--- src/rtl/fetch_stage.sv ---
// rtl/fetch_stage.sv - PC register and IF/ID pipeline register with boot/run/halt sequencing
module fetch_stage #(
    parameter logic [31:0] RESET_PC    = 32'h0000_0000,
    parameter logic [31:0] MAX_INSADDR = 32'hffff_fff8,
    parameter logic [31:0] NOP_INS     = 32'h0000_0000
) (
    input  logic        clk,
    input  logic        rst,
    input  logic [31:0] NPC,
    input  logic        clr,
    input  logic        stall,
    input  logic [31:0] imem_rdata,
    output logic [31:0] PC,
    output logic [31:0] IF_INS,
    output logic [31:0] ID_PC,
    output logic [31:0] ID_INS,
    output logic [31:0] ID_PCPLUS4,
    output logic        ID_valid,
    output logic        halted,
    output logic [31:0] fetch_cnt,
    output logic [15:0] flush_cnt
);

    typedef enum logic [1:0] {
        S_BOOT = 2'd0,
        S_RUN  = 2'd1,
        S_HALT = 2'd2
    } state_t;

    state_t      state_q, state_d;
    logic [31:0] pc_d, id_pc_d, id_ins_d, id_pcplus4_d, fetch_d;
    logic [15:0] flush_d;
    logic        id_valid_d;

    always_ff @(posedge clk) begin
        if (!rst) begin
            state_q    <= S_BOOT;
            PC         <= RESET_PC;
            ID_PC      <= 32'd0;
            ID_INS     <= 32'd0;
            ID_PCPLUS4 <= 32'd0;
            ID_valid   <= 1'b0;
            fetch_cnt  <= 32'd0;
            flush_cnt  <= 16'd0;
        end else begin
            state_q    <= state_d;
            PC         <= pc_d;
            ID_PC      <= id_pc_d;
            ID_INS     <= id_ins_d;
            ID_PCPLUS4 <= id_pcplus4_d;
            ID_valid   <= id_valid_d;
            fetch_cnt  <= fetch_d;
            flush_cnt  <= flush_d;
        end
    end

    always_comb begin
        state_d      = state_q;
        pc_d         = PC;
        id_pc_d      = ID_PC;
        id_ins_d     = ID_INS;
        id_pcplus4_d = ID_PCPLUS4;
        id_valid_d   = ID_valid;
        fetch_d      = fetch_cnt;
        flush_d      = flush_cnt;
        case (state_q)
            S_BOOT: begin
                state_d    = S_RUN;
                id_ins_d   = NOP_INS;
                id_valid_d = 1'b0;
            end
            S_RUN: begin
                // Under stall the branch operands are not ready, so clr is not trusted.
                if (stall) begin
                    state_d = S_RUN;
                end else if (clr) begin
                    pc_d       = NPC;
                    id_ins_d   = NOP_INS;
                    id_valid_d = 1'b0;
                    flush_d    = (flush_cnt == '1) ? flush_cnt : flush_cnt + 16'd1;
                end else begin
                    id_pc_d      = PC;
                    id_ins_d     = imem_rdata;
                    id_pcplus4_d = PC + 32'd4;
                    id_valid_d   = 1'b1;
                    fetch_d      = (fetch_cnt == '1) ? fetch_cnt : fetch_cnt + 32'd1;
                    // NPC is undefined past the last instruction; hold PC instead.
                    if (PC >= MAX_INSADDR) begin
                        state_d = S_HALT;
                    end else begin
                        pc_d = NPC;
                    end
                end
            end
            S_HALT: begin
                if (stall) begin
                    state_d = S_HALT;
                end else if (clr) begin
                    state_d    = S_RUN;
                    pc_d       = NPC;
                    id_ins_d   = NOP_INS;
                    id_valid_d = 1'b0;
                    flush_d    = (flush_cnt == '1) ? flush_cnt : flush_cnt + 16'd1;
                end else begin
                    id_ins_d   = NOP_INS;
                    id_valid_d = 1'b0;
                end
            end
            default: begin
                state_d = S_BOOT;
            end
        endcase
    end

    assign IF_INS = (state_q == S_RUN) ? imem_rdata : NOP_INS;
    assign halted = (state_q == S_HALT);

endmodule
--- config.mk ---
export PLATFORM = sky130hd
export DESIGN_NAME = fetch_stage
export DESIGN_NICKNAME = d
export VERILOG_FILES = /design/src/rtl/fetch_stage.sv
export SDC_FILE = /design/constraint.sdc
export NUM_CORES = 1
export LEC_CHECK = 0
export ABC_AREA = 1
export CORE_MARGIN = 5
export CORE_UTILIZATION = 45
export CTS_CLUSTER_SIZE = 24
export DETAILED_ROUTE_END_ITERATION = 16
export PLACE_DENSITY = 0.86
export SLEW_MARGIN = 10
export SYNTH_ARGS = -nofsm -noshare
export SYNTH_HDL_FRONTEND = slang
export SYNTH_SLANG_ARGS = --single-unit
--- constraint.sdc ---
create_clock -name clk -period 2.6 [get_ports clk]
set_clock_uncertainty 0.05 [all_clocks]
set_input_delay 0.65 -clock clk [delete_from_list [all_inputs] [get_ports clk]]
set_output_delay 0.65 -clock clk [all_outputs]
set_load 0.005 [all_outputs]
# Yosys cells after proc, flatten, opt, wreduce, memory -nomap -nowiden
# Cells that the tools add are included.
[classes]
order_cmp = 1
n_bitwise = 4
n_shift = 0
reduce_logical = 10
n_mux = 21
addsub = 3
eq_ne = 11
n_mul = 0
div_mod_pow = 0
[ops]
columns = ["cell", "n"]
rows = [
  ["$mux W32", 9],
  ["$pmux W32 S3", 1],
  ["$pmux W32 S2", 1],
  ["$add A32 B1 Y32 const B", 1],
  ["$add A32 B3 Y32 const B", 1],
  ["$eq A32 B32 Y1 const B", 1],
  ["$ge A32 B32 Y1 const B", 1],
  ["$add A16 B1 Y16 const B", 1],
  ["$eq A16 B16 Y1 const B", 1],
  ["$ne A3 B3 Y1 const B", 4],
  ["$mux W2", 5],
  ["$reduce_and A3 Y1", 3],
  ["$reduce_and A4 Y1", 2],
  ["$ne A2 B2 Y1 const B", 3],
  ["$pmux W2 S3", 1],
  ["$reduce_and A5 Y1", 1],
  ["$not A1 Y1", 4],
  ["$mux W1", 3],
  ["$pmux W1 S3", 1],
  ["$reduce_bool A3 Y1", 1],
  ["$eq A2 B1 Y1 const B", 1],
  ["$eq A2 B2 Y1 const B", 1],
  ["$logic_not A2 Y1", 1],
  ["$reduce_bool A2 Y1", 1],
  ["$reduce_or A2 Y1", 1],
]
[word_totals]
ramBits = 0
ff_bits = 179
input_bits = 68
rom_bits = 0
mem_count = 0
latchBits = 0
word_cells = 58
out_inout_bits = 210

# Depth between registers and ports, before layout
[logic_depth]
word_depth = 5
mapped_depth = 12
depth_no_buf = 12

# Least setup slack after synthesis
# No wires, ideal clock.
[synth_timing]
kind = "flip-flop to flip-flop"
startpoint = "register fetch_cnt[1]"
endpoint = "register fetch_cnt[1]"
period_less_slack_ns = 1.778
setup_ns = 0.116
required_time_ns = 2.434
n_path_buf = 2
arrival_ns = 1.612
path_stages_with_launch = 13
path_slack_ns = 0.822
path_cell_list = "dfxtp_1 > ha_1 > buf_2 > inv_2 > nor2_4 > nand2_1 > nor2_2 > nand3_2 > nand2_4 > inv_2 > buf_6 > nor2_1 > nor2_1"
[synth_via]
elab_chain_len = 3
elab_cells_between_ends = 4
classes_between = "1 x add/sub; 1 x eq/ne; 1 x bitwise; 1 x reduce/logical"
[synth_rtl]
columns = ["item", "line_no", "source"]
rows = [
  ["from (decl)", "20", "output logic [31:0] fetch_cnt,"],
  ["from (signal assigned)", "52", "fetch_cnt <= fetch_d;"],
  ["branches (longest 3 deep; another with $add A32 B1 Y32)", "n/a", ""],
]
# Several ways; the timed one is not identified.
# A chain may end at the register's enable or synchronous reset.

# Worst setup path after layout
[layout_timing]
startpoint = "register state_q[1]"
endpoint = "output IF_INS[14]"
[layout_via]
elab_chain_len = 2
[layout_rtl]
columns = ["item", "line_no", "source"]
rows = [
  ["from (decl)", "30", "state_t state_q, state_d;"],
  ["from (signal assigned)", "46", "state_q <= state_d;"],
  ["$eq A2 B1 Y1", "115", "assign IF_INS = (state_q == S_RUN) ? imem_rdata : NOP_INS;"],
  ["$mux W32", "115", ""],
  ["to (decl)", "14", "output logic [31:0] IF_INS,"],
]
# Every way passes these cells.

==> metrics.md <==
| Metric | Value |
|---|---|
| Status | `complete, no violations` |
| Synth warn | `0` |
| Post-synthesis sequential area ratio | `40.4%` |
| Cell Chain, Critical Path | `inv_2 > ha_4 > clkbuf_16 > nand2_1 > inv_1 > clkdlybuf4s50_1` |
| Max-cap violations | `0` |
| Setup TNS | `0 ps` |
| Unique masters post-synth | `39` |
| Routed length per instance | `16.3 um` |
| CP max FO | `9` |
| Layout cells sized above 1 | `6.95%` |
| Post-DRT Antenna Nets | `0` |
| GR Util met1 | `31.9%` |
| Avg Inst Size Synth | `6.68 um2` |
| Total power | `6.74 mW` |
| Worst-Skew Late Latency | `430 ps` |
| Unrepaired setup endpoints after global routing | `false` |
| Final Instance Area | `12500 um2` |
| Hold Vio Cnt, Final | `0` |
| Met2 Resource Use GR | `43.7%` |
| GRT Residual Overflow | `0` |
| Hold Buf Count CTS | `0` |
| Most common cell after layout, fill and taps aside | `nand2_1` |
| DRC | `0` |
| Main synth FF type | `dfxtp_1` |
| DR vias | `9641` |
| # port buffers | `277` |
| CTS root buf | `clkbuf_16` |
| Slew HR | `69.0%` |
| Clk slew on worst S/H paths | `70 ps` |
| Crit Path Category | `register to primary output` |
| Initial DRC count | `810` |
| Layout area overhead | `43.0%` |
| EDFF count, synth | `0` |
| WP buf/inv | `4` |
| Critical path required time | `1900 ps` |
| Routed vias/inst | `5.21` |
| F_max | `395 MHz` |
| Clk buf depth | `2` |
| Largest net degree at the start of global routing | `56` |
| Nets@finish | `1645` |
| Ys async rst share | `0%` |
| Period minus WS final | `2530 ps` |
| GRT Util Overall | `26.5%` |
| HPWL Detailed | `22.0 mm` |
| GRT Max-Usage Layer | `met2` |
| Non-filler cells, final | `1851` |
| GP Congestion | `0.913` |
| Arrival time at the worst endpoint | `1830 ps` |
| Cell count after placement | `1813` |
| Worst Max-Slew Pin Slew | `464 ps` |
| Largest stage delay on the critical path | `520 ps` |
| Fin. max-slew vios | `0` |
| H-tree depth | `4` |
| Core Footprint | `19300 um2` |
| Die width | `150 um` |
| Max VDD drop | `0.425 mV` |
| CTS tree | `built` |
| Synthesized area | `8760 um2` |
| Final WL | `30.2 mm` |
| Clock Sinks | `177` |
| DIE HEIGHT | `150 um` |
| Initial Utilization | `45.3%` |
| Most frequent cells in the layout | `nand2_1, clkdlybuf4s50_1, dfxtp_1, nor2_1, a21oi_1` |
| Final Cycle Share | `97.3%` |
| Ports | `278` |
| Num CTS Buffers | `17` |
| CP max stage cell | `clkdlybuf4s50_1` |
| Fin util | `64.8%` |
| Crit start category | `register` |
| DR pass1 iterations | `7` |
| Post-Syn Nets | `1386` |
| Synthesized flop and latch total | `177` |
| First-pass GRT wire length | `47.4 mm` |
| Initial antenna violation count | `3` |
| Die area | `22400 um2` |
| Setup crit end kind | `primary output` |
| Fillcell total | `1627` |
| Final setup vio count | `0` |
| # rows | `51` |
| Worst path top cell family by delay | `buffers and inverters` |
| P_leak | `4.71 nW` |
| Hold crit path type | `register to register` |
| M3 GR Usage | `8.36%` |
| Cell Area, Placed | `11800 um2` |
| Vias in the first global route | `9058` |
| Pwr/cell area | `538 nW/um2` |
| Mapped Cells | `1311` |
[sequential cells by signal, summed over array words and instances (netlist names)]
| signal | cells |
|---|---|
| fetch_cnt | 32 |
| ID_PCPLUS4 | 30 |
| flush_cnt | 16 |
| ID_valid | 1 |
| state_q | 2 |
| ID_INS | 32 |
| PC | 32 |
| ID_PC | 32 |
[cells by family after synthesis]
group	synth area share, %
DFF	40.4
and+or+nand+nor	35.8
adders and majority gates	0.999
AOI/OAI and AO/OA	11.2
buffers and inverters	8.68
xor gates and xnor gates	2.90
[final timing paths]
check | startpoint | to | slack (ps) | depth (start not counted)
hold reg to reg | ID_INS[30] | ID_INS[30] | 410 | 2
hold / removal | ID_INS[30] | ID_INS[30] | 410 | 2
setup reg to reg | PC[3] | ID_PCPLUS4[22] | 440 | 10
setup / recovery | state_q[1] | IF_INS[14] | 70 | 6
[cell usage after synthesis (11+ instances only)]
| cell type | instances | area [um2] |
|---|---|---|
| buf_2 | 17 | 85.1 |
| clkbuf_1 | 30 | 113 |
| xor2_1 | 22 | 193 |
| nor3_1 | 18 | 90.1 |
| o21ai_0 | 30 | 150 |
| dfxtp_1 | 177 | 3540 |
| inv_1 | 112 | 420 |
| nor2_1 | 159 | 597 |
| nand3_1 | 84 | 420 |
| nand2_2 | 12 | 75.1 |
| nand4_1 | 14 | 87.6 |
| a211oi_1 | 11 | 82.6 |
| a21oi_1 | 113 | 566 |
| nand2_1 | 426 | 1600 |
[worst register-to-register path, stage by stage (launching register included)]
cell and delay (ps):
dfxtp_1 490, ha_1 240, inv_1 50, nor2_1 280, nand2_1 190, nor2_2 260
nand3_1 130, nand3_1 90, nand2_1 50, o21ai_0 150, inv_1 70
[repair_timing]
item	4_1_cts	5_1_grt
resized for setup	6	3
setup buffers	0	1
endpoints found under the hold margin	0	0
endpoints found under the setup margin	20	11
cloned	1	1
[layer usage]
metal | wire length [um] | up-vias
met4 | 1120 | 0
met5 | 0 | -
met2 | 14400 | 447
met3 | 2940 | 75
met1 | 11700 | 4431
li1 | - | 4688
[stage by stage]
stage | worst slack, ps | hold slack [ps]
2_1_floorplan | 822 | 410
3_3_place_gp | -37.3 | 401
3_5_place_dp | -7.36 | 405
4_1_cts | 10.9 | 415
5_1_grt | 5.06 | 429
6_report | 69.2 | 414
[power breakdown]
group          switching (mW)  internal [mW]  leakage [nW]
logic                   0.506          0.527          2.97
clock network            1.19           1.58         0.307
registers               0.125           2.81          1.43
total                    1.82           4.92          4.71
[area by class of cell]
cell class                      instances  area (um2)  area share, %
Antenna cell                            3        7.51         0.0599
Clock buffer                           19         443           3.54
Clock inverter                         13         191           1.53
Inverter                              116         438           3.50
Multi-Input combinational cell        956        4470           35.7
Sequential cell                       177        3550           28.3
Tap cell                              265         332           2.65
Timing Repair Buffer                  302        3100           24.7
Note: power is estimated with default switching activity, not from simulation.
